===== config.mk =====
export PLATFORM = sky130hd
export DESIGN_NAME = uart_tx_serializer
export DESIGN_NICKNAME = d
export VERILOG_FILES = /design/src/rtl/uart_tx_serializer_pkg.sv /design/src/rtl/uart_tx_fifo.sv /design/src/rtl/uart_tx_serializer.sv
export SDC_FILE = /design/constraint.sdc
export NUM_CORES = 1
export LEC_CHECK = 0
export CAP_MARGIN = 20
export CORE_ASPECT_RATIO = 1.1
export CORE_MARGIN = 2
export CORE_UTILIZATION = 30
export CTS_CLUSTER_DIAMETER = 30
export DETAILED_ROUTE_END_ITERATION = 7
export PLACE_DENSITY_LB_ADDON = 0.1
export SLEW_MARGIN = 20
export SYNTH_ARGS = -nofsm -noshare
export SYNTH_HDL_FRONTEND = slang
export SYNTH_SLANG_ARGS = --single-unit

===== constraint.sdc =====
create_clock -name CLK -period 10.2 [get_ports CLK]
set_input_delay 3.06 -clock CLK [delete_from_list [all_inputs] [get_ports CLK]]
set_output_delay 3.06 -clock CLK [all_outputs]
set_load 0.01 [all_outputs]

===== src/rtl/uart_tx_serializer_pkg.sv =====
`default_nettype none
// ---------------------------------------------------------------------------
// uart_tx_serializer_pkg : shared state encoding, bit-period helper, defaults
// Revision: 1.0
// ---------------------------------------------------------------------------
package uart_tx_serializer_pkg;

    typedef enum logic [2:0] {
        ST_IDLE   = 3'd0,
        ST_FETCH  = 3'd1,
        ST_START  = 3'd2,
        ST_DATA   = 3'd3,
        ST_PARITY = 3'd4,
        ST_STOP   = 3'd5
    } state_t;

    localparam int FIFO_DEPTH_DEFAULT = 16;

    function automatic int calc_div(input int clk_freq, input int baud);
        return clk_freq / baud;
    endfunction

endpackage
`default_nettype wire


===== src/rtl/uart_tx_fifo.sv =====
`default_nettype none
// ---------------------------------------------------------------------------
// uart_tx_fifo : single-clock synchronous word buffer with full/empty flags
// Revision: 1.0
// ---------------------------------------------------------------------------
module uart_tx_fifo #(
    parameter int WIDTH = 17,
    parameter int DEPTH = 16
) (
    input  logic             clk,
    input  logic             rst_n,
    input  logic             wr_en,
    input  logic [WIDTH-1:0] wr_data,
    input  logic             rd_en,
    output logic [WIDTH-1:0] rd_data,
    output logic             full,
    output logic             empty
);
    localparam int AW = $clog2(DEPTH);

    logic [WIDTH-1:0] mem [DEPTH];
    logic [AW-1:0]    wr_ptr;
    logic [AW-1:0]    rd_ptr;
    logic [AW:0]      count;
    logic             do_wr;
    logic             do_rd;

    assign full    = (count == (AW+1)'(DEPTH));
    assign empty   = (count == '0);
    assign do_rd   = rd_en && !empty;
    // A read in the same cycle frees a slot, so a write to a full buffer still lands
    assign do_wr   = wr_en && (!full || do_rd);
    assign rd_data = mem[rd_ptr];

    always_ff @(posedge clk) begin
        if (do_wr) begin
            mem[wr_ptr] <= wr_data;
        end
    end

    always_ff @(posedge clk or negedge rst_n) begin
        if (!rst_n) begin
            wr_ptr <= '0;
            rd_ptr <= '0;
            count  <= '0;
        end else begin
            if (do_wr) wr_ptr <= wr_ptr + 1'b1;
            if (do_rd) rd_ptr <= rd_ptr + 1'b1;
            case ({do_wr, do_rd})
                2'b10:   count <= count + 1'b1;
                2'b01:   count <= count - 1'b1;
                default: count <= count;
            endcase
        end
    end

endmodule
`default_nettype wire


===== src/rtl/uart_tx_serializer.sv =====
`default_nettype none
// ---------------------------------------------------------------------------
// uart_tx_serializer : buffers 16-bit big-endian words, sends bytes as UART.
// Optional macro UART_PARITY_EN adds an even/odd parity bit (8P1 vs 8N1).
// Revision: 1.0
// ---------------------------------------------------------------------------
module uart_tx_serializer
    import uart_tx_serializer_pkg::*;
#(
    parameter int CLK_FREQ   = 48000000,
    parameter int BAUD       = 115200,
    parameter int FIFO_DEPTH = FIFO_DEPTH_DEFAULT
) (
    input  logic        CLK,
    input  logic        RST,
    input  logic [15:0] DATA,
    input  logic        ENA,
    input  logic [7:0]  MSG_LEN_IN,
    input  logic        PARITY_IN,
    output logic        TX,
    output logic        BUSY,
    output logic        OVF
);
    localparam int            DIV       = calc_div(CLK_FREQ, BAUD);
    localparam int            BW        = (DIV > 1) ? $clog2(DIV) : 1;
    localparam logic [BW-1:0] BAUD_LAST = BW'(DIV - 1);

    state_t        state;
    state_t        state_nx;
    logic [BW-1:0] baud_cnt;
    logic [2:0]    bit_cnt;
    logic [7:0]    shreg;
    logic [7:0]    low_byte;
    logic [7:0]    words_left;
    logic          have_low;
    logic          len_odd;
    logic          ovf_q;

    logic          tick;
    logic          first_word;
    logic          more_word;
    logic          fifo_wr;
    logic          fifo_rd;
    logic          fifo_full;
    logic          fifo_empty;
    logic [16:0]   fifo_wdata;
    logic [16:0]   fifo_rdata;
    logic          load;
    logic [7:0]    load_byte;
    logic          bytes_pending;
    logic          par_bit;

    assign tick       = (baud_cnt == BAUD_LAST);
    assign first_word = (state == ST_IDLE) && ENA && (MSG_LEN_IN != 8'd0);
    assign more_word  = (state != ST_IDLE) && ENA && (words_left != 8'd0);
    assign fifo_wr    = (first_word || more_word) && (!fifo_full || fifo_rd);
    // Bit 16 tags the final word of an odd-length message: only its high byte is sent
    assign fifo_wdata = {first_word ? (MSG_LEN_IN == 8'd1) : (len_odd && (words_left == 8'd1)), DATA};
    assign bytes_pending = have_low || !fifo_empty || (words_left != 8'd0);
    assign BUSY = (state != ST_IDLE);
    assign OVF  = ovf_q;

    uart_tx_fifo #(
        .WIDTH (17),
        .DEPTH (FIFO_DEPTH)
    ) u_fifo (
        .clk     (CLK),
        .rst_n   (RST),
        .wr_en   (fifo_wr),
        .wr_data (fifo_wdata),
        .rd_en   (fifo_rd),
        .rd_data (fifo_rdata),
        .full    (fifo_full),
        .empty   (fifo_empty)
    );

    always_comb begin
        state_nx  = state;
        fifo_rd   = 1'b0;
        load      = 1'b0;
        load_byte = low_byte;
        case (state)
            ST_IDLE:   if (first_word) state_nx = ST_FETCH;
            ST_FETCH: begin
                if (have_low) begin
                    load     = 1'b1;
                    state_nx = ST_START;
                end else if (!fifo_empty) begin
                    load      = 1'b1;
                    fifo_rd   = 1'b1;
                    load_byte = fifo_rdata[15:8];
                    state_nx  = ST_START;
                end else if (words_left == 8'd0) begin
                    state_nx = ST_IDLE;
                end
            end
            ST_START:  if (tick) state_nx = ST_DATA;
            ST_DATA: begin
                if (tick && (bit_cnt == 3'd7)) begin
`ifdef UART_PARITY_EN
                    state_nx = ST_PARITY;
`else
                    state_nx = ST_STOP;
`endif
                end
            end
            ST_PARITY: if (tick) state_nx = ST_STOP;
            ST_STOP:   if (tick) state_nx = bytes_pending ? ST_FETCH : ST_IDLE;
            default:   state_nx = ST_IDLE;
        endcase
    end

    always_comb begin
        TX = 1'b1;
        case (state)
            ST_START:  TX = 1'b0;
            ST_DATA:   TX = shreg[0];
            ST_PARITY: TX = par_bit;
            default:   TX = 1'b1;
        endcase
    end

    always_ff @(posedge CLK or negedge RST) begin
        if (!RST) begin
            state      <= ST_IDLE;
            baud_cnt   <= '0;
            bit_cnt    <= '0;
            shreg      <= '0;
            low_byte   <= '0;
            words_left <= '0;
            have_low   <= 1'b0;
            len_odd    <= 1'b0;
            ovf_q      <= 1'b0;
        end else begin
            state <= state_nx;
            ovf_q <= more_word && !fifo_wr;
            // A dropped word still counts, so the message always terminates
            if (first_word) begin
                words_left <= (MSG_LEN_IN - 8'd1) >> 1;
                len_odd    <= MSG_LEN_IN[0];
            end else if (more_word) begin
                words_left <= words_left - 8'd1;
            end
            if ((state == ST_IDLE) || (state == ST_FETCH)) begin
                baud_cnt <= '0;
            end else begin
                baud_cnt <= tick ? '0 : baud_cnt + 1'b1;
            end
            if ((state == ST_DATA) && tick) bit_cnt <= bit_cnt + 3'd1;
            if (load) begin
                shreg <= load_byte;
            end else if ((state == ST_DATA) && tick) begin
                shreg <= {1'b0, shreg[7:1]};
            end
            if (load) begin
                if (fifo_rd) begin
                    low_byte <= fifo_rdata[7:0];
                    have_low <= !fifo_rdata[16];
                end else begin
                    have_low <= 1'b0;
                end
            end
        end
    end

`ifdef UART_PARITY_EN
    logic parity_odd;

    always_ff @(posedge CLK or negedge RST) begin
        if (!RST) begin
            parity_odd <= 1'b0;
            par_bit    <= 1'b0;
        end else begin
            if (first_word) parity_odd <= PARITY_IN;
            if (load)       par_bit    <= (^load_byte) ^ parity_odd;
        end
    end
`else
    logic unused_parity_in;
    assign unused_parity_in = PARITY_IN;
    assign par_bit          = 1'b1;
`endif

endmodule
`default_nettype wire


[Word-level counts from Yosys, hierarchy flattened]
Memories as Yosys holds them, arrays and structs flattened.
Cells that the tools add are included.
Storage, ports and cells
  register bits after elaboration: 55
  RAM bits: 272
  output and inout port bits: 3
  logic and storage cells: 101
  memories kept: 1
Memories
  u_fifo.mem: words 16, width 17, rd ports 1, clocked after memory_dff 0, wr ports 1, RTL line uart_tx_fifo.sv:21  | logic [WIDTH-1:0] mem [DEPTH];
Operators by class
  add/sub/neg operators: 8
  equal/unequal tests: 18
  mux-type cells: 30
  reductions and logical operators: 32
Operator list (count)
  $mux 8: 7
  $mux 3: 8
  $mux 9: 2
  $pmux 3 s6: 1
  $eq 8x1->1 const B: 2
  $reduce_bool 8->1: 2
  $sub 8x1->8 const B: 2
  $logic_and 1x1->1: 11
  $mux 1: 10
  $ne 2x2->1 const B: 5
  $pmux 5 s2: 1
  $add 9x1->9 const B: 1
  $eq 3x3->1 const B: 3
  $eq 9x9->1 const B: 1
  $add 4x1->4 const B: 2
  $logic_not 8->1: 1
  $eq 3x2->1 const B: 2
  $logic_or 1x1->1: 6
  $reduce_and 6->1: 1
  $reduce_bool 2->1: 3
  $add 5x1->5 const B: 1
  $eq 5x5->1 const B: 1
  $logic_not 5->1: 1
  $sub 5x1->5 const B: 1
  10 further kinds: 13

[Logic depth before layout (Yosys ltp)]
Gate-level depths: netlist of the first run.
  depth after elaboration: 9
  gate-level depth with buffers: 15

[Cells and area by module]
A second synthesis of the first run with hierarchy kept.
Second synthesis, totals
  cell total of the unflattened synthesis: 762
  area, all modules: 13510.5 um^2
By module, submodules not included
  uart_tx_fifo: instances 1, cells each 521, area each 11120.7 um^2, sequential area each 8493.1 um^2
  uart_tx_serializer: instances 1, cells each 241, area each 2389.8 um^2, sequential area each 1051.0 um^2

[Worst setup path before layout of the first run]
No wires, ideal clock.
  kind: input -> register
  start: input MSG_LEN_IN[0]
  end: memory u_fifo.mem[1][0], enable pin
  library setup time: 441 ps
  arrival time: 5451 ps
  data required time: 9759 ps
  setup slack: 4308 ps
  stages: 5
  cell sequence: inv_1 -> ha_1 -> nand4_1 -> nand3b_4 -> nor4b_1
On the way
  longest elaborated chain between the ends: 7
RTL lines
  start, declared: RTL line uart_tx_serializer.sv:18  | input logic [7:0] MSG_LEN_IN,
  $reduce_bool 8->1: RTL line uart_tx_serializer.sv:54  | assign first_word = (state == ST_IDLE) && ENA && (MSG_LEN_IN != 8'd0);
  $logic_and 1x1->1: RTL line uart_tx_serializer.sv:54
  $logic_or 1x1->1: RTL line uart_tx_serializer.sv:56  | assign fifo_wr = (first_word || more_word) && (!fifo_full || fifo_rd);
  $logic_and 1x1->1: RTL line uart_tx_serializer.sv:56
  $logic_and 1x1->1: RTL line uart_tx_fifo.sv:32  | assign do_wr = wr_en && (!full || do_rd);
  $mux 1: RTL line uart_tx_fifo.sv:36  | if (do_wr) begin
  $mux 1 (implied by the code): RTL line uart_tx_fifo.sv:37  | mem[wr_ptr] <= wr_data;
  end, declared: RTL line uart_tx_fifo.sv:21
Every way passes these cells.

[Final worst setup path of the first run]
  start: input MSG_LEN_IN[4]
  end: register u_fifo.count[4]
On the way
  longest elaborated chain between the ends: 7
RTL lines
  $reduce_bool 8->1 *: RTL line uart_tx_serializer.sv:54
  $logic_and 1x1->1 *: RTL line uart_tx_serializer.sv:54
  $logic_or 1x1->1 *: RTL line uart_tx_serializer.sv:56
  $logic_and 1x1->1 *: RTL line uart_tx_serializer.sv:56
  $logic_and 1x1->1 *: RTL line uart_tx_fifo.sv:32
  $eq 2x1->1 or $eq 2x2->1 (tied branches): RTL line uart_tx_fifo.sv:49  | case ({do_wr, do_rd})
  $pmux 5 s2 or $reduce_bool 2->1 (tied branches)
  end signal, assigned: RTL line uart_tx_fifo.sv:50  | 2'b10: count <= count + 1'b1;
  end signal, assigned: RTL line uart_tx_fifo.sv:51  | 2'b01: count <= count - 1'b1;
  end signal, assigned: RTL line uart_tx_fifo.sv:52  | default: count <= count;
  end, declared: RTL line uart_tx_fifo.sv:24  | logic [AW:0] count;
Every way passes the cells marked *; elsewhere a longest branch is shown, timed or not.
A chain may end at the register's enable or synchronous reset.

==> results of run 1 <==
-- worst min-delay path by stage --
stage / startpoint / to / slack [ps] / depth (start not counted)
6_report: baud_cnt[0] / baud_cnt[0] / 470 / 1
5_1_grt: baud_cnt[0] / baud_cnt[0] / 490 / 1
4_1_cts: baud_cnt[0] / baud_cnt[0] / 470 / 1
3_5_place_dp: baud_cnt[0] / baud_cnt[0] / 470 / 1
3_3_place_gp: baud_cnt[0] / baud_cnt[0] / 450 / 1
2_1_floorplan: baud_cnt[0] / baud_cnt[0] / 430 / 1
-- registers in the layout (all words and copies together), names as in the netlist --
signal / count
u_fifo.wr_ptr: 4
shreg: 8
words_left: 8
state: 3
low_byte: 8
len_odd: 1
have_low: 1
OVF: 1
u_fifo.mem: 272
u_fifo.rd_ptr: 4
baud_cnt: 9
u_fifo.count: 5
bit_cnt: 3
-- final cells by class --
type / count / area [sq um] / share of cell area (%)
diodes: 1 / 2.50 / 0.0147
clock buffers: 100 / 2190 / 12.8
clock inverters: 45 / 402 / 2.35
inverters: 15 / 56.3 / 0.330
multi-input cells: 349 / 3710 / 21.8
flip-flops and latches: 327 / 9550 / 56.0
well taps: 581 / 727 / 4.26
repair buffers: 47 / 420 / 2.46
-- through the flow --
stage               power, uW  instances
floorplan                1480        729
detailed placement       1510       1319
global placement         1510       1319
global route             3990       1464
finish                   3870       1465
CTS                      3920       1464
-- logic make-up after synthesis --
logic type               count (synthesis)
AO/OA/AOI/OAI                           85
multiplexers                            93
buffers and inverters                   53
XOR/XNOR                                29
flip-flops                             327
AND/OR/NAND/NOR                        127
adder cells (fa/ha/maj)                 15
-- per-layer routing --
metal / vias to the layer above / global-route usage [%] / routed length [um]
met5: - / 0 / 0
met4: 0 / 6.38 / 935
met3: 57 / 3.65 / 1420
met2: 148 / 24.7 / 16500
met1: 3720 / 17.6 / 13500
li1: 3154 / - / -
-- cell usage in the layout (no fill, tap or decap), drive strengths merged, types with 3 or more instances in the layout --
master	count
nand4	3
a21oi	11
a22oi	13
nor3	11
or3b	3
mux4	70
o21ai	19
ha	15
o22a	6
clkinvlp	3
nor4	8
nor4b	7
xor2	13
nand3b	3
clkbuf	100
nor2b	7
inv	18
clkinv	34
a221oi	7
a22o	3
buf	19
nand3	15
a31oi	6
edfxtp	272
and2	7
nor2	38
clkdlybuf4s50	28
xnor2	16
o31a	3
nand2	15
or4	4
bufinv	5
mux2i	17
mux2	6
dfrtp	55
-- critical path, stage by stage --
cell             delay [ps]
clkdlybuf4s50_1         520
nor4_1                  530
nand4_1                 230
nand3b_4                350
ha_1                    400
xor2_1                  190
ha_1                    250
a21o_1                  140
nand2_1                  50
a21o_1                  170
a21oi_1                 220
xnor2_1                 150
-- power groups by stage --
stage	clock network [uW]	registers, uW	logic (uW)
floorplan	0	1470	3.46
global placement	0	1470	31.4
detailed placement	0	1470	33.8
CTS	2430	1450	33.9
global route	2500	1450	37.3
finish	2380	1450	32.9
==> results by group, run 1 <==
Cells and area
  • Post-route cell area: 0.0171 sq mm
  • P&R area growth vs syn: 26.8%
  • Share of cells above drive strength 1: 29.1%
  • Fill cell count: 4052
  • Final #Nets: 863
  • Fin util: 38.4%

Placement
  • Global placement routability congestion: 0.776
  • Setup WS pre-CTS: 3820 ps
  • Input/output buffers: 29
  • Detail Placement HPWL: 17900 um
  • DP Area: 0.0145 sq mm

Logic synthesis
  • Yosys top cell area share: 60.7%
  • Multiplexer area fraction after synthesis: 13.5%
  • Post-synthesis cell area: 0.0135 sq mm
  • Synth Area in XOR/XNOR: 1.89%
  • Seq/Total Area, Yosys: 70.9%
  • Primary FF master, synth: edfxtp_1
  • Yosys reg bits: 327
  • Synth cell types: 62
  • Area contributors post-synth: edfxtp_1 61%, mux4_2 12%, dfrtp_1 10%
  • Synthesized Nets: 772
  • Number of enable flip-flop cells after synthesis: 272
  • Most common cell in the netlist: edfxtp_1
  • Async set or reset register ratio after synthesis: 16.8%
  • Post-synthesis simple-gate area fraction: 5.37%
  • Post-synthesis compound-gate area fraction: 4.85%
  • Post-Synthesis Cells: 729
  • Top cells by count, synth: 272 x edfxtp_1, 70 x mux4_2, 55 x dfrtp_1
  • Synth Area per Inst: 18.5 sq um
  • Post-Synth Adder-Cell Area: 1.40%
  • Largest area contributor in the netlist: edfxtp_1
  • Largest family of logic cells by synthesized area: multiplexers
  • Yosys Warn Count: 0

Routing
  • Vias/cell: 4.83
  • 1st-iter DRT viols: 376
  • DRT antenna net count: 0
  • Routed len/inst: 22.1 um
  • Drt pass-1 iters: 4
  • Routed vias: 7079
  • Drt total wl: 32300 um
  • Drc violations: 0

STA
  • Setup-failing EPs final: 0
  • Max Slew Vio Count: 0
  • TNS Setup: 0 ps
  • Relative slew margins: 37.6%
  • Final hold slack: 467 ps
  • Final worst path period share: 56.6%
  • Setup repair after global routing missed its margin: false
  • Post-route setup slack: 4420 ps
  • Highest Clock Rate: 173 MHz
  • Final Hold Vio Count: 0
  • Min cycle time layout: 5780 ps
  • Clk_skew: 16.4 ps
  • Least-Margin Pin Slew: 936 ps

Power and ir drop
  • Sw frac: 20.0%
  • Clock group share of total power: 61.6%
  • Pleak: 0.00579 uW
  • Max VDD drop: 0.000143 V
  • Share of power burned in registers: 37.5%
  • Sw Pwr: 772 uW
  • Cell Int Power: 3100 uW
  • Pwr Density: 227 mW/mm^2
  • Comb power frac: 0.8%

GRT
  • Global-route wire length before repair: 48600 um
  • Grt ovf: 0
  • Largest net degree at the start of global routing: 56
  • GR Util All Layers: 14.6%
  • Initial antenna violation count: 1
  • Number of global-route vias before repair: 7737

CTS
  • Bufs on Longest Clock Path: 3
  • Clk slew on worst S/H paths: 40 ps
  • Postcts setup bufs: 0
  • CTS resizes: 0
  • Hold buffer count at CTS: 0
  • CTS tree: done
  • Clk_lat worst skew: 580 ps
  • Num CTS Buffers: 80
  • Sink Count: 327
  • H-tree depth: 3
  • Root Buffer: clkbuf_16

Run
  • Max cap viols: 0

Worst hold path
  • Hold crit path type: flip-flop to flip-flop

Setup path
  • Critical path class: primary input to flip-flop
  • CP Capture Point: u_fifo.count[4]
  • Reg2Reg Launch Point: words_left[0]
  • Critical Path AT: 6270 ps
  • Worst path required time: 10690 ps
  • Reg-to-reg slack, setup: 6740 ps
  • Reg2reg end: u_fifo.count[4]
  • Crit path launch: MSG_LEN_IN[4]
  • Reg2reg path depth: 13
  • Critical path capture point type: flip-flop
  • Max Fanout on Critical Path: 19
  • CP Launch Type: primary input

Status
  • Status: completed

Die
  • CORE AREA: 0.0444 sq mm
  • Die Ht: 226 um
  • Row count: 81
  • Initial Util: 30.3%
  • Die W: 206 um
  • I/O pins: 31
  • DIE AREA: 0.0466 sq mm
No activity file was read; power rests on OpenSTA's default activity.
==> inputs of run 2 (changes only) <==
==> constraint.sdc (replaced) <==
create_clock -name CLK -period 5.26 [get_ports CLK]
set_input_delay 1.578 -clock CLK [delete_from_list [all_inputs] [get_ports CLK]]
set_output_delay 1.578 -clock CLK [all_outputs]
set_load 0.01 [all_outputs]
==> results by group, run 2 (synthesis gave the netlist of run 1 again) <==
Status
  • Status: completed

Setup path
  • Critical path capture point type: flip-flop
  • Worst path required time: 5760 ps
  • Max Fanout on Critical Path: 8
  • Worst Path Buf+Inv: 1
  • CP Launch Type: primary input
  • Critical-path cell list: clkdlybuf4s50_1 -> nor4_1 -> nand4_1 -> nand3b_4 -> ha_1 -> xor2_1 -> ha_1 -> a21o_1 -> nand2_1 -> a21o_1 -> a21oi_1 -> xnor2_1
  • Crit path max-delay family: simple AND/OR/NAND/NOR gates
  • CP max stage delay: 530 ps
  • Critical Path AT: 4410 ps
  • Slowest stage cell, crit path: clkdlybuf4s50_1
  • Critical path class: primary input to flip-flop

Cells and area
  • Share of cells above drive strength 1: 29.9%
  • Max reg flops: 272
  • Regs by FF count: u_fifo.mem (272), baud_cnt (9)
  • Largest reg by FF count: u_fifo.mem
  • P&R area growth vs syn: 26.7%
  • FF+latch area: 0.00955 sq mm
  • Most frequent cells in the layout: 272 x edfxtp_1, 74 x clkbuf_16, 70 x mux4_2, 53 x dfrtp_1, 34 x nor2_1
  • # diodes: 0
  • Fill cell count: 4088
  • Final #Nets: 868
  • Area of the multi-input gates: 0.00369 sq mm
  • Post-route cell area: 0.0170 sq mm
  • Most common cell after layout, fill and taps aside: edfxtp_1

CTS
  • Hold buffer count at CTS: 0
  • CTS tree: done
  • Postcts setup bufs: 0
  • Sink Count: 327
  • Clk_lat worst skew: 580 ps
  • Clk slew on worst S/H paths: 40 ps
  • Root Buffer: clkbuf_16
  • CTS resizes: 0
  • Bufs on Longest Clock Path: 3
  • Num CTS Buffers: 74
  • H-tree depth: 3

Die
  • Die Ht: 226 um
  • DIE AREA: 0.0466 sq mm
  • Row count: 81
  • Initial Util: 30.3%
  • Die W: 206 um
  • I/O pins: 31
  • CORE AREA: 0.0444 sq mm

Routing
  • Drt pass-1 iters: 8
  • Routed len/inst: 22.6 um
  • Vias/cell: 4.84
  • Drt total wl: 33100 um
  • Routed vias: 7093
  • Drc violations: 0
  • DRT antenna net count: 0
  • 1st-iter DRT viols: 432

STA
  • Relative slew margins: 37.4%
  • Min cycle time layout: 3920 ps
  • Max Slew Vio Count: 0
  • TNS Setup: 0 ps
  • Post-route setup slack: 1340 ps
  • Setup-failing EPs final: 0
  • Final worst path period share: 74.5%
  • Final Hold Vio Count: 0
  • Least-Margin Pin Slew: 938 ps
  • Clk_skew: 26.8 ps
  • Highest Clock Rate: 255 MHz
  • Setup repair after global routing missed its margin: false

Power and ir drop
  • Max VDD drop: 0.000268 V
  • Pwr Density: 433 mW/mm^2
  • Pleak: 0.00580 uW

GRT
  • GR Util All Layers: 15.0%
  • Global-route wire length before repair: 50100 um
  • Grt ovf: 0
  • Largest net degree at the start of global routing: 40
  • Initial antenna violation count: 0
  • Number of global-route vias before repair: 7890

Run
  • Max cap viols: 0

Placement
  • DP Area: 0.0146 sq mm
  • Input/output buffers: 29
  • Setup WS pre-CTS: 790 ps
  • Global placement routability congestion: 0.776
  • Detail Placement HPWL: 19800 um

Worst hold path
  • Hold crit path type: flip-flop to flip-flop
-- run 2: cell count changes in the layout (fill, tap and decap cells not counted), moves of 2 or more --
cell	previous run	this run
nor2_2	0	4
clkbuf_16	82	74
clkinv_1	10	7
clkbuf_1	11	8
clkinv_8	1	4
clkinv_4	6	4
bufinv_16	5	8
clkbuf_8	7	2
inv_6	2	5
buf_4	18	27
buf_12	0	2
nor2_4	4	0
-- run 2: cell type report --
type	instances	area share, %
sequential	327	56.0
clock inverter	52	3.41
timing repair buffer	58	3.10
inverter	15	0.330
multi-input combinational	349	21.7
clock buffer	84	11.2
tap	581	4.26
-- run 2: worst paths after layout --
check,startpoint,end,slack [ps],depth (start not counted)
worst max-delay path,MSG_LEN_IN[4],u_fifo.count[4],1340,12
worst max register to register,words_left[0],u_fifo.count[4],2150,13
worst min register to register,len_odd,len_odd,490,2
min in group asynchronous,RST,state[2],1060,1
worst min-delay path,len_odd,len_odd,490,2
max in group asynchronous,RST,u_fifo.count[1],3300,2
-- run 2: per-layer routing --
| metal | global-route usage (%) | up-vias | part of all wire (%) |
|---|---|---|---|
| li1 | - | 3170 | - |
| met1 | 18.1 | 3721 | 42 |
| met2 | 25.5 | 149 | 51 |
| met3 | 3.52 | 53 | 4.5 |
| met4 | 6.47 | 0 | 2.6 |
| met5 | 0 | - | 0 |
-- run 2: worst reg2reg max path: cells and delay by family, from the launching register on --
family	cells	cell delay [ps]
xor gates and xnor gates	2	330
DFF	1	450
AOI/OAI and AO/OA	3	480
buffers and inverters	1	90
adders and majority gates	3	790
and+or+nand+nor	4	880
-- run 2: stage by stage --
step / power, uW / hold WS [ps] / utilization (%) / std cells
2_1_floorplan: 2870 / 433 / - / 729
3_3_place_gp: 2920 / 446 / 32.8 / 1330
3_5_place_dp: 2930 / 484 / 32.8 / 1330
4_1_cts: 7480 / 494 / 38.4 / 1466
5_1_grt: 7630 / 508 / 38.4 / 1466
6_report: 7380 / 487 / 38.4 / 1466
-- run 2: where the power goes --
group	leakage (uW)	total [uW]	internal (uW)	switching, uW
Clock	0.00122	4500	3020	1480
Combinational	0.00148	66.1	21.0	45.1
Sequential	0.00309	2810	2810	0
==> inputs of run 3 (changes only) <==
==> constraint.sdc (replaced) <==
create_clock -name CLK -period 3.5 [get_ports CLK]
set_input_delay 1.05 -clock CLK [delete_from_list [all_inputs] [get_ports CLK]]
set_output_delay 1.05 -clock CLK [all_outputs]
set_load 0.01 [all_outputs]
==> results by group, run 3 (synthesis gave the netlist of run 1 again) <==
Routing
  • Routed len/inst: 21.3 um
  • Vias/cell: 4.78
  • Drt pass-1 iters: 4
  • Drc violations: 0
  • Drt total wl: 31800 um
  • DRT antenna net count: 0
  • 1st-iter DRT viols: 401
  • Routed vias: 7132

GRT
  • GR Util All Layers: 14.4%
  • Number of global-route vias before repair: 7995
  • Initial antenna violation count: 0
  • Global-route wire length before repair: 48700 um
  • Largest net degree at the start of global routing: 56
  • Grt ovf: 0

CTS
  • Bufs on Longest Clock Path: 3
  • CTS tree: done
  • Postcts setup bufs: 0
  • Num CTS Buffers: 77
  • Clk_lat worst skew: 580 ps
  • Hold buffer count at CTS: 0
  • CTS resizes: 0
  • Sink Count: 327
  • H-tree depth: 3
  • Root Buffer: clkbuf_16
  • Clk slew on worst S/H paths: 40 ps

Setup path
  • CP Launch Type: flip-flop
  • Reg2reg end: u_fifo.count[4]
  • Reg-to-reg slack, setup: 590 ps
  • Worst path required time: 2450 ps
  • Reg2Reg Launch Point: words_left[0]
  • Critical path class: flip-flop to primary output
  • Max Fanout on Critical Path: 10
  • Critical path capture point type: primary output
  • Critical Path AT: 2090 ps
  • Reg2reg path depth: 13

Worst hold path
  • Hold path depth: 1
  • Hold Path Origin: baud_cnt[0]
  • Hold crit path type: flip-flop to flip-flop
  • Hold EP: baud_cnt[0]

STA
  • Least-Margin Pin Slew: 1030 ps
  • Setup repair after global routing missed its margin: false
  • Final Hold Vio Count: 0
  • Setup-failing EPs final: 0
  • Clk_skew: 13.5 ps
  • Max Slew Vio Count: 0
  • Min cycle time layout: 3140 ps
  • TNS Setup: 0 ps
  • Final worst path period share: 89.7%
  • Highest Clock Rate: 318 MHz
  • Relative slew margins: 30.6%

Cells and area
  • Most common cell after layout, fill and taps aside: edfxtp_1
  • Fin cells: 1492
  • Share of cells above drive strength 1: 30.2%
  • Fin util: 39.1%
  • Most frequent cells in the layout: 272 x edfxtp_1, 82 x clkbuf_16, 70 x mux4_2, 53 x dfrtp_1, 40 x buf_4
  • Final #Nets: 890
  • FF+latch area: 0.00955 sq mm
  • Largest reg by FF count: u_fifo.mem
  • P&R area growth vs syn: 29.1%
  • Max reg flops: 272
  • Area of the multi-input gates: 0.00371 sq mm
  • Post-route cell area: 0.0174 sq mm
  • # diodes: 0
  • Fill cell count: 4063
  • Regs by FF count: u_fifo.mem (272), baud_cnt (9)

Power and ir drop
  • Max VDD drop: 0.000271 V
  • Pleak: 0.00594 uW
  • Pwr Density: 651 mW/mm^2
  • Total power: 11300 uW

Die
  • I/O pins: 31
  • CORE AREA: 0.0444 sq mm
  • Die Ht: 226 um
  • DIE AREA: 0.0466 sq mm
  • Row count: 81
  • Die W: 206 um
  • Initial Util: 30.3%

Run
  • Max cap viols: 0

Status
  • Status: completed

Placement
  • Detail Placement HPWL: 19600 um
  • Global placement routability congestion: 0.758
  • DP Area: 0.0148 sq mm
  • Input/output buffers: 29
  • Placed Cells: 1349
==> run 3: cell count changes in the layout (fill, tap and decap cells not counted), sizes merged <==
cell      delta
clkbuf      +23
buf         +19
clkinv      -11
inv          -3
bufinv       -1
clkinvlp     -1
==> run 3: worst max path at each step <==
stage	start	end	slack, ps	cells past startpoint
final	state[0]	BUSY	360	3
after global routing	state[0]	BUSY	220	3
after CTS	state[0]	BUSY	290	3
after detailed placement	MSG_LEN_IN[0]	u_fifo.mem[3][12]	-110	7
after global placement	MSG_LEN_IN[0]	u_fifo.mem[3][7]	-50	7
after floorplan	MSG_LEN_IN[0]	u_fifo.mem[1][0]	-380	5
==> run 3: per-layer routing <==
| metal | GRT usage [%] | wire length (um) | up-vias |
|---|---|---|---|
| li1 | - | - | 3219 |
| met1 | 17.5 | 13600 | 3741 |
| met2 | 24.7 | 16400 | 118 |
| met3 | 3.10 | 1100 | 54 |
| met4 | 6.20 | 700 | 0 |
| met5 | 0 | 0 | - |
==> run 3: layout make-up <==
cell class / count / share of cell area [%]
clock buffer: 107 / 12.6
clock inverter: 36 / 2.20
inverter: 15 / 0.324
multi-input combinational: 349 / 21.4
sequential: 327 / 55.0
tap: 581 / 4.19
timing repair buffer: 77 / 4.29
==> run 3: through the flow <==
stage / setup slack [ps] / hold WS [ps]
CTS: 286 / 466
floorplan: -382 / 433
finish: 360 / 466
global route: 217 / 484
detailed placement: -107 / 463
global placement: -54.1 / 447
==> run 3: where the power goes <==
group	switching [uW]	internal, uW
logic	68.1	39.3
clock network	2120	4850
registers	0	4230
==> run 3: critical path: stages, from the launching register on <==
cell,delay [ps]
dfrtp_1,470
nor3_1,430
inv_1,110
clkdlybuf4s50_1,500
